$ cat src/rtl/endian_pkg.sv
// endian_pkg: byte-order helpers for 64-bit AXI-Stream beats (first wire byte in [7:0]).
package endian_pkg;
  function automatic logic [63:0] endian_conv64(input logic [63:0] d);
    logic [63:0] r;
    r = '0;
    for (int i = 0; i < 8; i++) r[8*i+:8] = d[8*(7-i)+:8];
    return r;
  endfunction
  function automatic logic [15:0] be16(input logic [63:0] d, input int i);
    return {d[8*i+:8], d[8*i+8+:8]};
  endfunction
endpackage

$ cat src/rtl/ethernet_pkg.sv
// ethernet_pkg: Ethernet framing constants and the receive FSM state type.
package ethernet_pkg;
  localparam logic [15:0] ETH_P_IP = 16'h0800;
  localparam int ETH_HDR_LEN = 14;
  typedef enum logic [2:0] {SYNC, IDLE, HDR, TAIL, DROP} rx_state_t;
endpackage

$ cat src/rtl/ip_pkg.sv
// ip_pkg: IPv4 header constants.
package ip_pkg;
  localparam logic [3:0] IPVERSION = 4'd4;
  localparam logic [7:0] IP4_PROTO_UDP = 8'd17;
  localparam int IP_HDR_LEN = 20;
  localparam logic [7:0] IP4_VER_IHL = {IPVERSION, 4'(IP_HDR_LEN / 4)};
endpackage

$ cat src/rtl/udp_pkg.sv
// udp_pkg: UDP header constants.
package udp_pkg;
  localparam int UDP_HDR_LEN = 8;
endpackage

$ cat src/rtl/ip_csum_acc.sv
// ip_csum_acc: 16-bit one's-complement accumulator fed by masked 64-bit beats.
module ip_csum_acc (
  input  logic        clk156,
  input  logic        reset_n,
  input  logic        clr,
  input  logic        add,
  input  logic [63:0] data,
  input  logic [7:0]  mask,
  output logic [15:0] sum
);
  logic [63:0] md;
  logic [18:0] raw;
  logic [16:0] f1;
  logic [15:0] nxt;
  always_comb begin
    md = '0;
    for (int i = 0; i < 8; i++) md[8*i+:8] = mask[i] ? data[8*i+:8] : 8'h00;
    raw = {3'b0, sum} + {3'b0, md[7:0], md[15:8]} + {3'b0, md[23:16], md[31:24]}
        + {3'b0, md[39:32], md[47:40]} + {3'b0, md[55:48], md[63:56]};
    f1 = {1'b0, raw[15:0]} + {14'b0, raw[18:16]};
    nxt = f1[15:0] + {15'b0, f1[16]};
  end
  always_ff @(posedge clk156 or negedge reset_n)
    if (!reset_n) sum <= '0;
    else if (clr) sum <= '0;
    else if (add) sum <= nxt;
endmodule

$ cat src/rtl/eth_recv.sv
// eth_recv: filters IPv4/UDP frames for this host and reports source, port and first payload word.
module eth_recv
  import ethernet_pkg::*, ip_pkg::*, udp_pkg::*, endian_pkg::*;
#(
  parameter logic [47:0] eth_addr  = 48'h90_E2_BA_5D_8D_C8,
  parameter logic [31:0] ip_daddr  = {8'd192, 8'd168, 8'd1, 8'd122},
  parameter logic [15:0] udp_dport = 16'd3776
) (
  input  logic        clk156,
  input  logic        reset_n,
  input  logic        m_axis_rx_tvalid,
  input  logic [63:0] m_axis_rx_tdata,
  input  logic [7:0]  m_axis_rx_tkeep,
  input  logic        m_axis_rx_tlast,
  input  logic        m_axis_rx_tuser,
  output logic        pkt_valid,
  output logic [31:0] pkt_saddr,
  output logic [15:0] pkt_sport,
  output logic [63:0] pkt_payload,
  output logic [31:0] cnt_rx,
  output logic [31:0] cnt_ok,
  output logic [31:0] cnt_drop
);
  localparam int PAY_OFF = ETH_HDR_LEN + IP_HDR_LEN + UDP_HDR_LEN;
  localparam logic [2:0] PAY_B = 3'(PAY_OFF / 8);
  logic [1:0] rst_q;
  logic rst_s, vld, last, hdr, chk, bad, bad_now, accept, seen, csum_clr, csum_add;
  logic [2:0] bidx;
  logic [7:0] csum_mask;
  logic [15:0] csum, sport_q;
  logic [31:0] saddr_q;
  logic [63:0] d, pay_q;
  rx_state_t state, nxt;
  assign d = m_axis_rx_tdata;
  assign vld = m_axis_rx_tvalid;
  assign last = vld & m_axis_rx_tlast;
  assign hdr = vld & (state == HDR);
  assign rst_s = rst_q[1];
  // reset asserts immediately but releases two clk156 edges later
  always_ff @(posedge clk156 or negedge reset_n)
    if (!reset_n) rst_q <= '0;
    else rst_q <= {rst_q[0], 1'b1};
  always_ff @(posedge clk156 or negedge rst_s)
    if (!rst_s) state <= SYNC;
    else state <= nxt;
  always_comb
    nxt = !vld ? state
        : m_axis_rx_tlast ? IDLE
        : (state == IDLE) ? HDR
        : (state == HDR) ? (bad_now ? DROP : (bidx == 3'd6) ? TAIL : HDR)
        : state;
  always_comb begin
    chk = (bidx == 3'd0) ? ({be16(d, 0), be16(d, 2), be16(d, 4)} != eth_addr)
        : (bidx == 3'd1) ? ((be16(d, 4) != ETH_P_IP) | (d[55:48] != IP4_VER_IHL))
        : (bidx == 3'd2) ? (({d[37:32], d[47:40]} != 14'd0) | (d[63:56] != IP4_PROTO_UDP))
        : (bidx == 3'd3) ? (be16(d, 6) != ip_daddr[31:16])
        : (bidx == 3'd4) ? ((be16(d, 0) != ip_daddr[15:0]) | (be16(d, 4) != udp_dport))
        : 1'b0;
    bad_now = bad | chk;
    csum_clr = vld & (state == IDLE);
    csum_add = hdr & (bidx <= 3'd4);
    csum_mask = (bidx == 3'd1) ? 8'hC0 : (bidx == 3'd4) ? 8'h03 : 8'hFF;
    seen = last & (state != SYNC);
    accept = last & ((state == TAIL) | ((state == HDR) & (bidx == 3'd6) & !bad_now))
           & (csum == 16'hFFFF) & !m_axis_rx_tuser
           & ((bidx != 3'd6) | (m_axis_rx_tkeep >= 8'h03));
  end
  ip_csum_acc u_csum (
    .clk156 (clk156),
    .reset_n(rst_s),
    .clr    (csum_clr),
    .add    (csum_add),
    .data   (d),
    .mask   (csum_mask),
    .sum    (csum)
  );
  // payload bytes 0..7 straddle beats PAY_B (upper six bytes) and PAY_B+1 (lower two)
  always_ff @(posedge clk156 or negedge rst_s)
    if (!rst_s) begin
      bidx <= '0;
      bad <= 1'b0;
      saddr_q <= '0;
      sport_q <= '0;
      pay_q <= '0;
      pkt_valid <= 1'b0;
      pkt_saddr <= '0;
      pkt_sport <= '0;
      pkt_payload <= '0;
      cnt_rx <= '0;
      cnt_ok <= '0;
      cnt_drop <= '0;
    end else begin
      bidx <= !vld ? bidx : m_axis_rx_tlast ? 3'd0 : bidx + {2'b0, bidx != 3'd7};
      bad <= !vld ? bad : (state == IDLE) ? chk : bad_now;
      saddr_q <= (hdr & (bidx == 3'd3)) ? {d[23:16], d[31:24], d[39:32], d[47:40]} : saddr_q;
      sport_q <= (hdr & (bidx == 3'd4)) ? be16(d, 2) : sport_q;
      pay_q[47:0] <= (hdr & (bidx == PAY_B)) ? d[63:16] : pay_q[47:0];
      pay_q[63:48] <= (hdr & (bidx == PAY_B + 3'd1)) ? d[15:0] : pay_q[63:48];
      pkt_valid <= accept;
      if (accept) begin
        pkt_saddr <= saddr_q;
        pkt_sport <= sport_q;
        pkt_payload <= endian_conv64({(bidx == 3'd6) ? d[15:0] : pay_q[63:48], pay_q[47:0]});
      end
      if (seen) cnt_rx <= cnt_rx + 32'd1;
      if (accept) cnt_ok <= cnt_ok + 32'd1;
      if (seen & !accept) cnt_drop <= cnt_drop + 32'd1;
    end
endmodule

$ cat config.mk
export PLATFORM = sky130hd
export DESIGN_NAME = eth_recv
export DESIGN_NICKNAME = d
export VERILOG_FILES = /design/src/rtl/endian_pkg.sv /design/src/rtl/ethernet_pkg.sv /design/src/rtl/ip_pkg.sv /design/src/rtl/udp_pkg.sv /design/src/rtl/ip_csum_acc.sv /design/src/rtl/eth_recv.sv
export SDC_FILE = /design/constraint.sdc
export NUM_CORES = 1
export LEC_CHECK = 0
export BUFFER_PORTS_ARGS = -buffer_cell sky130_fd_sc_hd__buf_2
export CAP_MARGIN = 20
export CELL_PAD_IN_SITES_DETAIL_PLACEMENT = 0
export CELL_PAD_IN_SITES_GLOBAL_PLACEMENT = 1
export CORE_MARGIN = 4
export CORE_UTILIZATION = 30
export DETAILED_ROUTE_END_ITERATION = 6
export PLACE_DENSITY_LB_ADDON = 0.1
export SETUP_SLACK_MARGIN = 0.3
export SLEW_MARGIN = 20
export SYNTH_ARGS = -nofsm -noshare
export SYNTH_HDL_FRONTEND = slang
export SYNTH_SLANG_ARGS = --single-unit
$ cat constraint.sdc
create_clock -name clk156 -period 11.5 [get_ports clk156]
set_input_delay 2.3 -clock clk156 [delete_from_list [all_inputs] [get_ports clk156]]
set_output_delay 2.3 -clock clk156 [all_outputs]
set_load 0.02 [all_outputs]
# [Word level (Yosys, flattened, before mapping)]
# Cells that the tools add are included.
[word_totals] in_bits=77 ff_bits=346 word_cells=103
[classes] bitwise=22 addsub=10 n_lt_le_gt_ge=2 n_eq_ne=19 n_mux=25 reduce_logical=9
[op_table] operator="adder 32 x 1 -> 32 bit (second input constant)" n=3
[op_table] operator="2-to-1 mux 8 bit" n=10
[op_table] operator="adder 19 x 16 -> 19 bit" n=3
[op_table] operator="2-to-1 mux 16 bit" n=3
[op_table] operator="inequality test 48 bit (second input constant)" n=1
[op_table] operator="inequality test 16 x 12 -> 1 bit (second input constant)" n=2
[op_table] operator="adder 16 x 16 -> 17 bit" n=1
[op_table] operator="adder 16 x 3 -> 17 bit" n=1
[op_table] operator="adder 16 x 1 -> 16 bit" n=1
[op_table] operator="AND 1 bit" n=16
[op_table] operator="equality test 16 bit (second input constant)" n=1
[op_table] operator="inequality test 16 bit (second input constant)" n=1
[op_table] operator="inequality test 16 x 9 -> 1 bit (second input constant)" n=1
[op_table] operator="2-to-1 mux 3 bit" n=5
[op_table] operator="nonzero test 14 bit" n=1
[op_table] operator="equality test 3 x 2 -> 1 bit (second input constant)" n=4
[op_table] operator="equality test 3 bit (second input constant)" n=3
[op_table] operator=">= comparator 8 x 2 -> 1 bit (second input constant)" n=1
[op_table] operator="inequality test 8 x 5 -> 1 bit (second input constant)" n=1
[op_table] operator="inequality test 8 x 7 -> 1 bit (second input constant)" n=1
[op_table] operator="2-to-1 mux 1 bit" n=7
[op_table] operator="equality test 3 x 1 -> 1 bit (second input constant)" n=2
[op_table] operator="inequality test 3 bit (second input constant)" n=2
[op_table] operator="bitwise OR 1 bit" n=6
[op_table] operator="other kinds (7)" n=10

# [Depth between registers and ports, before layout]
[logic_depth] depth_word=17 depth_mapped=44 depth_no_buf=43

# [Modules after synthesis]
# Synthesis repeated with hierarchy kept, for this count alone.
[unflattened] hier_cells=1709 hier_area_um2=17728.3
[by_module_without_submodules] module="eth_recv" area_per_inst_um2=13725.7 cells_each=1211 instances=1 seq_area_each_um2=8257.9
[by_module_without_submodules] module="ip_csum_acc" area_per_inst_um2=4002.6 cells_each=498 instances=1 seq_area_each_um2=400.4

# [Worst setup path after synthesis]
# OpenSTA, ideal clock, no wires.
[synth_path] kind="input-to-reg" start="input port m_axis_rx_tdata[8]" end="register u_csum.sum[10]" setup_slack_ns=1.425 path_stages=41 n_path_buf=0 t_required_ns=11.371 setup_time_ns=0.129 t_arrival_ns=9.946 path_cell_list="nor2b_1 > ha_1 > inv_1 > fa_1 > nor2b_1 > o21ai_0 > a21boi_0 > o21ai_0 > a21boi_0 > o21ai_0 > a21o_1 > a21oi_1 > xor2_1 > fa_1 > inv_1 > fa_1 > inv_1 > ha_1 > [... 5 more ...] > a21oi_1 > xnor2_1 > inv_1 > fa_1 > inv_1 > a21oi_1 > nor2_1 > nand3_1 > nor2_1 > nand4_1 > nor3_1 > ha_1 > ha_1 > and3_1 > nand2_1 > a2111oi_0 > xnor2_1 > o21ai_1"
[synth_via] elab_chain_len=9
[synth_rtl] element="start, declared" line_no="eth_recv.sv:12" text="input logic [63:0] m_axis_rx_tdata,"
[synth_rtl] element="2-to-1 mux 8 bit" line_no="ip_csum_acc.sv:17" text="for (int i = 0; i < 8; i++) md[8*i+:8] = mask[i] ? data[8*i+:8] : 8'h00;"
[synth_rtl] element="adder 16 x 16 -> 17 bit" line_no="ip_csum_acc.sv:18" text="raw = {3'b0, sum} + {3'b0, md[7:0], md[15:8]} + {3'b0, md[23:16], md[31:24]}"
[synth_rtl] element="adder 19 x 16 -> 19 bit" line_no="ip_csum_acc.sv:18"
[synth_rtl] element="adder 19 x 16 -> 19 bit (2 in series)" line_no="ip_csum_acc.sv:19" text="+ {3'b0, md[39:32], md[47:40]} + {3'b0, md[55:48], md[63:56]};"
[synth_rtl] element="adder 16 x 3 -> 17 bit" line_no="ip_csum_acc.sv:20" text="f1 = {1'b0, raw[15:0]} + {14'b0, raw[18:16]};"
[synth_rtl] element="adder 16 x 1 -> 16 bit" line_no="ip_csum_acc.sv:21" text="nxt = f1[15:0] + {15'b0, f1[16]};"
[synth_rtl] element="2-to-1 mux 16 bit" line_no="ip_csum_acc.sv:26" text="else if (add) sum <= nxt;"
[synth_rtl] element="2-to-1 mux 16 bit" line_no="ip_csum_acc.sv:25" text="else if (clr) sum <= '0;"
[synth_rtl] element="end signal, assigned" line_no="ip_csum_acc.sv:26"
[synth_rtl] element="end, declared" line_no="ip_csum_acc.sv:9" text="output logic [15:0] sum"
# No other way between the ends. The select of a mux whose other input is x is not followed.
# A chain may end at the register's enable or synchronous reset.

# [Worst setup path in the final report]
# Ends and elaborated chain as after synthesis.

==> flow_summary.json <==
{
  "period_share": 0.906,
  "holdCritPathClass": "flip-flop to asynchronous set/reset pin",
  "io_pins": 286,
  "final_area_um2": 21600,
  "layout_common_cells": "dfrtp_1 (345), buf_2 (285), mux2_2 (211)",
  "cp_common_cell": "inv_1",
  "crit_path_max_incr_delay_ns": 0.55,
  "final-setup-viol-count": 0,
  "cts_tree": "done",
  "layout.nets": 1970,
  "die_h_um": 251,
  "finClkSkew_ns": 0.0268,
  "arrival_ns": 10.85,
  "r2r-start": "bidx[0]$_DFFE_PN0P_",
  "p_int_mw": 3.32,
  "seq_power_share": 0.235,
  "track_usage": 0.172,
  "num_vias": 12800,
  "netlist_instances": 1523,
  "irDropWorstVdd_uv": 232,
  "synth_area_per_cell_um2": 11.6,
  "status": "completed",
  "dr.pass1.iters": 5,
  "clockBufferDepth": 3,
  "timing.final.hold_violations": 0,
  "initial_core_util": 0.305,
  "drv_slew": 0,
  "wl_um": 54900,
  "via_per_inst": 4.91,
  "switching_share": 0.432,
  "grt_max_degree": 153,
  "clk_latency_ns": 0.58,
  "r2r_setup_slack_ns": 2.08,
  "fin_hold_ws_ns": 0.333,
  "synth_edf_count": 0,
  "final_util": 0.371,
  "dpl.hpwl_um": 41100,
  "synthFlopType": "dfrtp_1",
  "reg2reg_depth": 40,
  "ctsResizeCount": 0,
  "cts-buffers-inserted": 43,
  "postCtsSetupBuffers": 0,
  "rows": 88,
  "io_buffer_count": 285,
  "syn_area_um2": 17700,
  "drt_iter0_drc": 600,
  "cap_violations": 0,
  "yosys_warnings": 0,
  "area_delta_synth_final_pct": 21.5,
  "grt_pass1_vias": 13300,
  "tns_ns": 0,
  "power.density_nw_per_um2": 272,
  "ys_ff_latch": 346,
  "ys_types": 89,
  "fmax_mhz": 95.9,
  "clkPwrFrac": 0.241,
  "htreeDepth": 2,
  "start_kind": "input pin",
  "grt_first_pass_wirelength_um": 84400,
  "yosysSeqAreaShare": 0.488,
  "ant_nets": 0,
  "clockRootBuffer": "clkbuf_16",
  "relSlewSlack": 0.325,
  "cpMaxStageDelayCell": "fa_1",
  "wl_per_cell_um": 21.0,
  "p_switching_mw": 2.53,
  "post-route-drc-count": 0,
  "gp_congestion": 0.826,
  "r2r_end": "u_csum.sum[10]$_DFFE_PN0P_",
  "pwr-share-comb": 0.524,
  "cp_max_fo": 6,
  "cp-end-kind": "flip-flop",
  "postPlaceCellArea_um2": 20100,
  "report.power.total_mw": 5.86,
  "core_area_um2": 58100,
  "clk_pin_slew_worst_paths_ns": 0.06,
  "cts_hold_buf": 0,
  "fin_crit_ns": 10.42,
  "synthArstFlopShare": 1.00,
  "die_w_um": 251,
  "drive_above_1_share": 0.341,
  "worstPathRequired_ns": 11.92,
  "die_area_um2": 63100,
  "p_leak_nw": 11.1,
  "mostFrequentLayoutCell": "dfrtp_1",
  "crit_type": "input pin to flip-flop",
  "antenna_found_initial": 11,
  "worstMarginPinSlew_ns": 1.01,
  "rsz0062_at_grt": "no",
  "mappedNetlistNets": 1678,
  "cts_sinks": 346,
  "grt.overflow.total": 0
}
logic make-up after synthesis:
logic type                 synth area share
AOI/OAI and AO/OA                    0.0679
xor gates and xnor gates             0.0666
adders and majority gates            0.0694
buffers and inverters                0.0294
DFF                                   0.488
muxes                                 0.144
other                              0.000211
and+or+nand+nor                       0.135
worst max-delay path by stage:
stage	startpoint	slack [ns]	depth (start not counted)	endpoint
finish	m_axis_rx_tdata[8]	1.08	43	u_csum.sum[10]$_DFFE_PN0P_
global route	m_axis_rx_tdata[8]	0.33	43	u_csum.sum[10]$_DFFE_PN0P_
CTS	m_axis_rx_tdata[8]	1.12	43	u_csum.sum[10]$_DFFE_PN0P_
detailed placement	m_axis_rx_tdata[8]	0.53	43	u_csum.sum[10]$_DFFE_PN0P_
global placement	m_axis_rx_tdata[8]	0.68	43	u_csum.sum[10]$_DFFE_PN0P_
floorplan	rst_q[1]$_DFF_PN0_	1.14	0	bad$_DFFE_PN0P_
power by group through the flow:
| stage | logic, mW | clock network [mW] | registers (mW) |
|---|---|---|---|
| 2_1_floorplan | 2.17 | 0 | 1.40 |
| 3_3_place_gp | 3.10 | 0 | 1.40 |
| 3_5_place_dp | 3.07 | 0 | 1.40 |
| 4_1_cts | 3.09 | 1.46 | 1.38 |
| 5_1_grt | 3.38 | 1.51 | 1.39 |
| 6_report | 3.07 | 1.41 | 1.38 |
per-layer routing:
metal / share of wire / global-route usage / vias up
li1: - / - / 5957
met3: 0.069 / 0.0470 / 95
met1: 0.45 / 0.235 / 6436
met5: 0.0013 / 0 / -
met2: 0.45 / 0.268 / 342
met4: 0.027 / 0.0506 / 14
critical path, delay by kind of cell:
family,cells,cell delay (ns)
AOI/OAI and AO/OA,14,2.75
xor gates and xnor gates,3,0.54
adders and majority gates,8,2.87
buffers and inverters,7,0.57
and+or+nand+nor,11,1.81
final cells by class:
| type | instances | area [um2] |
|---|---|---|
| clock inverters | 20 | 269 |
| diodes | 3 | 7.51 |
| clock buffers | 59 | 1230 |
| multi-input cells | 1046 | 8600 |
| well taps | 765 | 957 |
| inverters | 78 | 295 |
| fillers | 5865 | 36600 |
| repair buffers | 300 | 1550 |
| flip-flops and latches | 346 | 8660 |
synth_stat cells (7+ instances only):
master / count / area share
dfrtp_1: 346 / 0.49
mux2_2: 211 / 0.13
nand2_1: 87 / 0.018
xnor2_1: 83 / 0.041
inv_1: 77 / 0.016
nor2_1: 68 / 0.014
nand3_1: 56 / 0.016
xor2_1: 50 / 0.025
a21oi_1: 46 / 0.013
ha_1: 44 / 0.031
nand4_1: 39 / 0.014
fa_1: 34 / 0.038
nor3_1: 34 / 0.0096
and2_1: 33 / 0.012
clkbuf_1: 30 / 0.0063
and3_1: 29 / 0.010
o21ai_0: 27 / 0.0076
nor2b_1: 25 / 0.0088
buf_2: 18 / 0.0051
mux2i_1: 17 / 0.0096
nor4_1: 17 / 0.0060
a2111oi_0: 8 / 0.0039
and4_1: 8 / 0.0039
nand2b_1: 8 / 0.0028
a21o_1: 7 / 0.0030
nor4b_1: 7 / 0.0035
through the flow:
step	std cells	setup slack (ns)
5_1_grt	2615	0.328
3_5_place_dp	2535	0.527
3_3_place_gp	2535	0.676
4_1_cts	2614	1.12
6_report	2617	1.08
2_1_floorplan	1523	1.14
sequential cells by signal, summed over array words and instances, names as in the netlist:
| name | flops |
|---|---|
| pay_q | 64 |
| pkt_payload | 64 |
| cnt_drop | 32 |
| cnt_ok | 32 |
| cnt_rx | 32 |
| pkt_saddr | 32 |
| saddr_q | 32 |
| pkt_sport | 16 |
| sport_q | 16 |
| u_csum.sum | 16 |
| bidx | 3 |
| state | 3 |
| rst_q | 2 |
| bad | 1 |
| pkt_valid | 1 |
No activity file was read; power rests on OpenSTA's default activity.
